**src/rtl/ras_pkg.sv**
```systemverilog
// rtl/ras_pkg.sv - shared op encoding and pointer-width helper for the return address stack
package ras_pkg;

    typedef enum logic [2:0] {
        RAS_NOP   = 3'd0,
        RAS_PUSH  = 3'd1,
        RAS_POP   = 3'd2,
        RAS_REPL  = 3'd3,
        RAS_FLUSH = 3'd4
    } ras_op_e;

    function automatic int ras_ptr_w(input int depth);
        return (depth > 1) ? $clog2(depth) : 1;
    endfunction

endpackage

```
**src/rtl/ras_mem.sv**
```systemverilog
// rtl/ras_mem.sv - DEPTH x WIDTH register array, one write port, asynchronous read
module ras_mem
    import ras_pkg::*;
#(
    parameter int WIDTH = 32,
    parameter int DEPTH = 16
) (
    input  logic                        clk,
    input  logic                        we_i,
    input  logic [ras_ptr_w(DEPTH)-1:0] waddr_i,
    input  logic [WIDTH-1:0]            wdata_i,
    input  logic [ras_ptr_w(DEPTH)-1:0] raddr_i,
    output logic [WIDTH-1:0]            rdata_o
);

    // Small array: keep it in flops so the read can stay combinational.
    (* ram_style = "logic" *) logic [WIDTH-1:0] mem_q [DEPTH];

    always_ff @(posedge clk) begin
        if (we_i) begin
            mem_q[waddr_i] <= wdata_i;
        end
    end

    assign rdata_o = mem_q[raddr_i];

endmodule

```
**src/rtl/ret_addr_stack.sv**
```systemverilog
// rtl/ret_addr_stack.sv - return address stack top; RAS_ERR_FLAGS_EN enables sticky overflow/underflow flags
module ret_addr_stack
    import ras_pkg::*;
#(
    parameter int WIDTH     = 32,
    parameter int DEPTH     = 16,
    parameter int WRAP_MODE = 1
) (
    input  logic                       clk,
    input  logic                       rst,
    input  logic                       en,
    input  logic                       push,
    input  logic                       pop,
    input  logic                       flush,
    input  logic [WIDTH-1:0]           data_in,
    output logic [WIDTH-1:0]           data_out,
    output logic [$clog2(DEPTH+1)-1:0] count,
    output logic                       empty,
    output logic                       full,
    output logic                       overflow,
    output logic                       underflow,
    input  logic                       err_clr
);

    localparam int PTR_W = ras_ptr_w(DEPTH);
    localparam int CNT_W = $clog2(DEPTH + 1);
    localparam logic [CNT_W-1:0] FULL_CNT = CNT_W'(DEPTH);

    logic [PTR_W-1:0] ptr_q, ptr_d;
    logic [CNT_W-1:0] count_q, count_d;
    logic [WIDTH-1:0] dout_q, dout_d;

    logic             is_empty, is_full;
    ras_op_e          op;
    logic [PTR_W-1:0] ptr_inc, ptr_dec;
    logic             mem_we;
    logic [PTR_W-1:0] mem_waddr;
    logic [WIDTH-1:0] mem_rdata;
    logic             ovf_evt, udf_evt;

    assign is_empty = (count_q == '0);
    assign is_full  = (count_q == FULL_CNT);
    assign ptr_inc  = ptr_q + 1'b1;
    assign ptr_dec  = ptr_q - 1'b1;

    // A replace on an empty stack has nothing to replace, so it becomes a push.
    always_comb begin
        op = RAS_NOP;
        if (flush) begin
            op = RAS_FLUSH;
        end else if (push && pop) begin
            op = is_empty ? RAS_PUSH : RAS_REPL;
        end else if (push) begin
            op = RAS_PUSH;
        end else if (pop) begin
            op = RAS_POP;
        end
    end

    always_comb begin
        ptr_d     = ptr_q;
        count_d   = count_q;
        dout_d    = dout_q;
        mem_we    = 1'b0;
        mem_waddr = ptr_q;
        ovf_evt   = 1'b0;
        udf_evt   = 1'b0;
        if (en) begin
            case (op)
                RAS_FLUSH: begin
                    ptr_d   = '0;
                    count_d = '0;
                end
                RAS_REPL: begin
                    mem_we    = 1'b1;
                    mem_waddr = ptr_q;
                    dout_d    = data_in;
                end
                RAS_PUSH: begin
                    if (!is_full) begin
                        ptr_d     = ptr_inc;
                        mem_we    = 1'b1;
                        mem_waddr = ptr_inc;
                        count_d   = count_q + 1'b1;
                        dout_d    = data_in;
                    end else begin
                        ovf_evt = 1'b1;
                        // When full, the slot after the top holds the oldest entry.
                        if (WRAP_MODE != 0) begin
                            ptr_d     = ptr_inc;
                            mem_we    = 1'b1;
                            mem_waddr = ptr_inc;
                            dout_d    = data_in;
                        end
                    end
                end
                RAS_POP: begin
                    if (!is_empty) begin
                        ptr_d   = ptr_dec;
                        count_d = count_q - 1'b1;
                        dout_d  = mem_rdata;
                    end else begin
                        udf_evt = 1'b1;
                    end
                end
                default: ;
            endcase
        end
    end

    ras_mem #(
        .WIDTH (WIDTH),
        .DEPTH (DEPTH)
    ) u_mem (
        .clk     (clk),
        .we_i    (mem_we && !rst),
        .waddr_i (mem_waddr),
        .wdata_i (data_in),
        .raddr_i (ptr_dec),
        .rdata_o (mem_rdata)
    );

    always_ff @(posedge clk or posedge rst) begin
        if (rst) begin
            ptr_q   <= '0;
            count_q <= '0;
            dout_q  <= '0;
        end else begin
            ptr_q   <= ptr_d;
            count_q <= count_d;
            dout_q  <= dout_d;
        end
    end

`ifdef RAS_ERR_FLAGS_EN
    logic ovf_q, ovf_d;
    logic udf_q, udf_d;

    // Clear is not qualified by en; a same-edge error re-sets the flag.
    always_comb begin
        ovf_d = (err_clr ? 1'b0 : ovf_q) | ovf_evt;
        udf_d = (err_clr ? 1'b0 : udf_q) | udf_evt;
    end

    always_ff @(posedge clk or posedge rst) begin
        if (rst) begin
            ovf_q <= 1'b0;
            udf_q <= 1'b0;
        end else begin
            ovf_q <= ovf_d;
            udf_q <= udf_d;
        end
    end

    assign overflow  = ovf_q;
    assign underflow = udf_q;
`else
    logic [2:0] unused_flag_bits;
    assign unused_flag_bits = {err_clr, ovf_evt, udf_evt};
    assign overflow  = 1'b0;
    assign underflow = 1'b0;
`endif

    assign data_out = dout_q;
    assign count    = count_q;
    assign empty    = is_empty;
    assign full     = is_full;

endmodule

```
**config.mk**
```make
export PLATFORM = sky130hd
export DESIGN_NAME = ret_addr_stack
export DESIGN_NICKNAME = d
export VERILOG_FILES = /design/src/rtl/ras_pkg.sv /design/src/rtl/ras_mem.sv /design/src/rtl/ret_addr_stack.sv
export SDC_FILE = /design/constraint.sdc
export NUM_CORES = 1
export LEC_CHECK = 0
export CORE_UTILIZATION = 55
export DETAILED_ROUTE_END_ITERATION = 7
export PLACE_DENSITY = 0.76
export SKIP_CTS_REPAIR_TIMING = 1
export SLEW_MARGIN = 5
export SYNTH_ARGS = -nofsm -noshare
export SYNTH_HDL_FRONTEND = slang
export SYNTH_SLANG_ARGS = --single-unit
```
**constraint.sdc**
```tcl
create_clock -name clk -period 6 [get_ports clk]
set_input_delay 1.2 -clock clk [delete_from_list [all_inputs] [get_ports clk]]
set_output_delay 1.2 -clock clk [all_outputs]
set_load 0.1 [all_outputs]
```
# After elaboration in Yosys (flattened, before gate mapping)

Memories as Yosys holds them, arrays and structs flattened.
Index checks and enable logic that the tools add are counted.
Widths: inputs -> output; s select.

Add/sub/neg operators: 4
Equality and inequality tests: 7
Reduce and logical (&&, ||, !) cells: 10
Mux-type cells: 18

Operator list:

| operator            | number |
|---|---|
| $pmux 32 s2         | 1 |
| $mux 32             | 1 |
| $pmux 5 s3          | 1 |
| $mux 4              | 3 |
| $pmux 4 s3          | 1 |
| $mux 5              | 2 |
| $mux 2              | 4 |
| $eq 3x2->1 const B  | 2 |
| $reduce_and 3->1    | 2 |
| $add 5x1->5 const B | 1 |
| $eq 5x5->1 const B  | 1 |
| $logic_not 5->1     | 1 |
| $sub 5x1->5 const B | 1 |
| $add 4x1->4 const B | 1 |
| $mux 1              | 4 |
| $ne 2x2->1 const B  | 2 |
| $reduce_and 4->1    | 1 |
| $sub 4x1->4 const B | 1 |
| $eq 3x1->1 const B  | 1 |
| $eq 3x3->1 const B  | 1 |
| $mux 3              | 1 |
| $reduce_bool 3->1   | 1 |
| $logic_and 1x1->1   | 2 |
| $reduce_bool 2->1   | 1 |
| other kinds (2)     | 2 |

Input bits: 39
Memory bits (writable): 512
Word-level logic and storage cells: 43
Memories: 1
Bits in registers: 41
Output and inout port bits: 41

Memories:

| memory      | depth | width | read ports | clocked after Yosys merged registers in | write ports | line          | text |
|---|---|---|---|---|---|---|---|
| u_mem.mem_q | 16    | 32    | 1          | 0                                       | 1           | ras_mem.sv:17 | `(* ram_style = "logic" *) logic [WIDTH-1:0] mem_q [DEPTH];` |

# Depth between registers and ports, before layout

Word-level depth: 11
Gate-level depth with buffers: 12
Mapped depth without buffers: 9

# Hierarchy

From an unflattened synthesis, not the netlist that was laid out.

Cell total of the unflattened synthesis: 1052
Area, all modules: 21526.9 um^2

Modules (own cells, without submodules):

| module         | seq. area each (um^2) | area each (um^2) | instances | cells an instance |
|---|---|---|---|---|
| ras_mem        | 15374.7               | 19213.4          | 1         | 806 |
| ret_addr_stack | 1026.0                | 2313.5           | 1         | 246 |

# Worst setup path before layout

No wires, ideal clock.

Path kind: register -> register
Start: register count_q[1] (netlist: count[1])
End: memory u_mem.mem_q[3][0] (enable)
Stages on the path, launching flop included: 9
Data required time: 5.499 ns
Path slack: -0.369 ns
Path buffers: 2
Data arrival time: 5.867 ns
Clock period less this slack: 6.369 ns
Path through: dfrtp_1 > or4_4 > buf_6 > o21a_4 > buf_6 > nor2_1 > ha_1 > a21o_1 > nor4_1

Cells in the longest elaborated chain, start to end: 11

RTL lines:

| item                                            | line                  | text |
|---|---|---|
| start, declared                                 | ret_addr_stack.sv:30  | `logic [CNT_W-1:0] count_q, count_d;` |
| start signal, assigned                          | ret_addr_stack.sv:130 | `count_q <= count_d;` |
| $logic_not 5->1 (*)                             | ret_addr_stack.sv:41  | `assign is_empty = (count_q == '0);` |
| $mux 2 (*)                                      | ret_addr_stack.sv:52  | `op = is_empty ? RAS_PUSH : RAS_REPL;` |
| $mux 2 (*)                                      | ret_addr_stack.sv:51  | `end else if (push && pop) begin` |
| $mux 3 (*)                                      | ret_addr_stack.sv:49  | `if (flush) begin` |
| $eq 3x1->1 / $eq 3x2->1 (equally long branches) | ret_addr_stack.sv:69  | `case (op)` |
| $reduce_or 2->1 (no source line)                | --                    |  |
| $mux 1                                          | --                    |  |
| $mux 1                                          | ret_addr_stack.sv:68  | `if (en) begin` |
| $logic_and 1x1->1                               | ret_addr_stack.sv:116 | `.we_i (mem_we && !rst),` |
| $mux 1                                          | ras_mem.sv:20         | `if (we_i) begin` |
| $mux 1 (implied by the code)                    | ras_mem.sv:21         | `mem_q[waddr_i] <= wdata_i;` |
| end, declared                                   | ras_mem.sv:17         |  |

Every way passes the cells marked *; elsewhere a longest branch is shown, timed or not.

# Worst setup path in the final report

Start: input push
End: memory u_mem.mem_q[13][18] (enable)

Cells in the longest elaborated chain, start to end: 10

RTL lines:

| item                                               | line                                       | text |
|---|---|---|
| start, declared                                    | ret_addr_stack.sv:12                       | `input logic push,` |
| $mux 2 / $logic_and 1x1->1 (equally long branches) | ret_addr_stack.sv:53, ret_addr_stack.sv:51 |  |
| $mux 2 (*)                                         | ret_addr_stack.sv:51                       |  |
| $mux 3 (*)                                         | ret_addr_stack.sv:49                       |  |
| $eq 3x1->1 / $eq 3x2->1 (equally long branches)    | ret_addr_stack.sv:69                       |  |
| $reduce_or 2->1 (no source line)                   | --                                         |  |
| $mux 1                                             | --                                         |  |
| $mux 1                                             | ret_addr_stack.sv:68                       |  |
| $logic_and 1x1->1                                  | ret_addr_stack.sv:116                      |  |
| $mux 1                                             | ras_mem.sv:20                              |  |
| $mux 1 (implied by the code)                       | ras_mem.sv:21                              |  |

Marks and branches as above.

==> impl_metrics.env <==
export IMPL_status="finished, final reports clean"
export IMPL_clock_sinks=553
export IMPL_critPathMaxFanout=18
export IMPL_grt_usage_pct=22.46
export IMPL_die_h_um=200.9
export IMPL_cts_root_buf="clkbuf_16"
export IMPL_endpoint="u_mem.mem_q[13][18]"
export IMPL_yosysWarnings=0
export IMPL_core_area_mm2=0.03883
export IMPL_n_antenna_cell=0
export IMPL_grt_start_max_net_pins=113
export IMPL_r2r_start="count[1]"
export IMPL_final_util_pct=64.55
export IMPL_fin_tns_setup_ns=0
export IMPL_slowest_stage="nor2_4"
export IMPL_hp_class="reg2reg"
export IMPL_drc_errors=0
export IMPL_die_x_um=200.9
export IMPL_ys_seq_area_share_pct=75.36
export IMPL_start_kind="input port"
export IMPL_final_nets=1199
export IMPL_rsz0062_at_grt="false"
export IMPL_synth_cells=1053
export IMPL_final_cell_mix="edfxtp_1, mux4_2, clkdlybuf4s50_1, clkbuf_16, nor2_1"
export IMPL_drt_iter0_drc=965
export IMPL_cts_buffers=54
export IMPL_worst_r2r_setup_slack_ns=1.61
export IMPL_place_gp_congestion=0.7546
export IMPL_ios=80
export IMPL_maxCapViolCount=0
export IMPL_min_period_over_period_pct=74.43
export IMPL_drv_slew=0
export IMPL_synth_edff_count=512
export IMPL_path_clk_slew_ns=0.06
export IMPL_rows=72
export IMPL_dr_total_vias=10667
export IMPL_cp_required_ns=6.29
export IMPL_worstSetupPathDepth=8
export IMPL_cp_arrival_ns=4.75
export IMPL_ys_top_cells_by_area="edfxtp_1, mux4_2, dfrtp_1"
export IMPL_finalNonFillerCells=1714
export IMPL_worstSetupPathType="in2reg"
export IMPL_grt_pass1_wl_mm=67.17
export IMPL_antenna_found_initial=1
export IMPL_wl_mm=43.90
export IMPL_whs_ns=0.5491
export IMPL_cp_slowest_stage_delay_ns=0.65
export IMPL_clk_latency_ns=0.61
export IMPL_htreeDepth=2
export IMPL_skew_ns=0.02676
export IMPL_ant_nets=0
export IMPL_grt_pass1_vias=11089
export IMPL_synth_top_cell_area_share_pct=70.65
export IMPL_ys_flop_type="edfxtp_1"
export IMPL_slew_headroom_pct=33.68
export IMPL_critPathLaunch="push"
export IMPL_drt_wirelength_per_cell_um=25.61
export IMPL_vias_per_cell=6.223
export IMPL_die_area_mm2=0.04037
export IMPL_cp_end_kind="flop"
export IMPL_p_leak_nw=7.998
export IMPL_io_buffers=76
export IMPL_synthArstFlopShare_pct=7.414
export IMPL_layout_commonest_cell="edfxtp_1"
export IMPL_ys_ff_latch=553
export IMPL_syn_to_final_growth_pct=15.16
export IMPL_p_per_area_mw_per_mm2=412.4
export IMPL_cts_tree="done"
export IMPL_post_route_min_period_ns=4.466
export IMPL_initial_core_util_pct=56.05
export IMPL_cts_buffer_depth=3
export IMPL_cp_top_family="simple AND/OR/NAND/NOR gates"
export IMPL_synth_area_mm2=0.02176
export IMPL_crit_chain="clkdlybuf4s50_1 -> nand2b_1 -> nor2_1 -> ha_1 -> a21oi_1 -> nand3_1 -> nor2_4 -> buf_12"
export IMPL_grt_overflow=0
export IMPL_yosysUniqueCellTypes=56
export IMPL_final_setup_viol_count=0
export IMPL_r2r_cells=8
export IMPL_drive_gt1_share_pct=24.75
export IMPL_min_path_cells=2
export IMPL_postSynthAreaPerCell_um2=20.67
export IMPL_dp_hpwl_mm=22.84
export IMPL_r2r_end="u_mem.mem_q[13][18]"
export IMPL_synth_top_cell_by_area="edfxtp_1"
export IMPL_fmax_mhz=223.9
export IMPL_tightest_slew_ns=0.9918
export IMPL_dp_cells=1614
export IMPL_cp_num_buf_inv=2
export IMPL_finalHoldViolations=0
export IMPL_dr_pass1_iters=5
export IMPL_peakVddDrop_uv=266.6
report_power, final:
part	switching [mW]	internal, mW	leakage [nW]	total, mW
registers	0.101	4.32	5.07	4.42
clock network	1.39	1.99	0.865	3.37
logic	1.56	0.981	2.06	2.54
state kept, by name (all words and copies together) (netlist names):
signal and count:
u_mem.mem_q 512, data_out 32, count 5, ptr_q 4
tightest hold or removal path: stages, from the launching register on:
cell,delay (ns)
dfrtp_1,0.34
nor2_1,0.05
a31oi_1,0.12
metrics by stage:
| step | power [mW] | area [um2] | setup slack, ns |
|---|---|---|---|
| 3_5_place_dp | 7.052 | 23280 | 0.9417 |
| 2_1_floorplan | 6.456 | 21780 | 0.3264 |
| 4_1_cts | 10.41 | 25060 | 1.561 |
| 6_report | 10.34 | 25060 | 1.534 |
| 3_3_place_gp | 7.024 | 23280 | 1.074 |
| 5_1_grt | 10.68 | 25060 | 1.340 |
cells by family after synthesis:
family | after synthesis | share of synthesized area (%)
xor gates and xnor gates | 5 | 0.2013
DFF | 553 | 75.36
other | 1 | 0.01723
and+or+nand+nor | 118 | 2.420
buffers and inverters | 71 | 1.570
AOI/OAI and AO/OA | 105 | 3.564
adders and majority gates | 8 | 0.4944
muxes | 192 | 16.37
cell usage after synthesis (5+ instances only):
master     count
edfxtp_1     512
mux4_2       128
nor2_1        49
dfrtp_1       41
nand2_1       39
mux2_2        32
mux2i_1       32
a2bb2oi_1     31
a31oi_1       31
buf_2         24
clkbuf_1      24
nor3_1        10
inv_1          9
a21oi_1        8
buf_1          7
ha_1           7
nand3_1        6
o31ai_1        6
o21ai_0        5
final cells by class:
cell class	instances	area [um2]
flip-flops and latches	553	16400
fillers	2507	13760
multi-input cells	430	5184
clock buffers	79	1526
repair buffers	104	1008
well taps	518	648.1
clock inverters	21	257.7
inverters	9	33.78
worst min path at each step:
stage | from | to | slack [ns]
CTS | data_out[24] | data_out[24] | 0.56
floorplan | ptr_q[1] | ptr_q[1] | 0.56
global placement | count[3] | count[3] | 0.53
detailed placement | data_out[27] | data_out[27] | 0.55
finish | data_out[24] | data_out[24] | 0.55
global route | data_out[28] | data_out[28] | 0.57
routing by layer:
| metal | up-vias | wire length, um | global-route usage [%] |
|---|---|---|---|
| met5 | - | 14 | 0 |
| met4 | 2 | 860 | 6.761 |
| met3 | 57 | 2381 | 3.360 |
| met2 | 358 | 22300 | 37.69 |
| met1 | 5683 | 18350 | 30.80 |
| li1 | 4567 | - | - |
(Power assumes the default switching activity.)
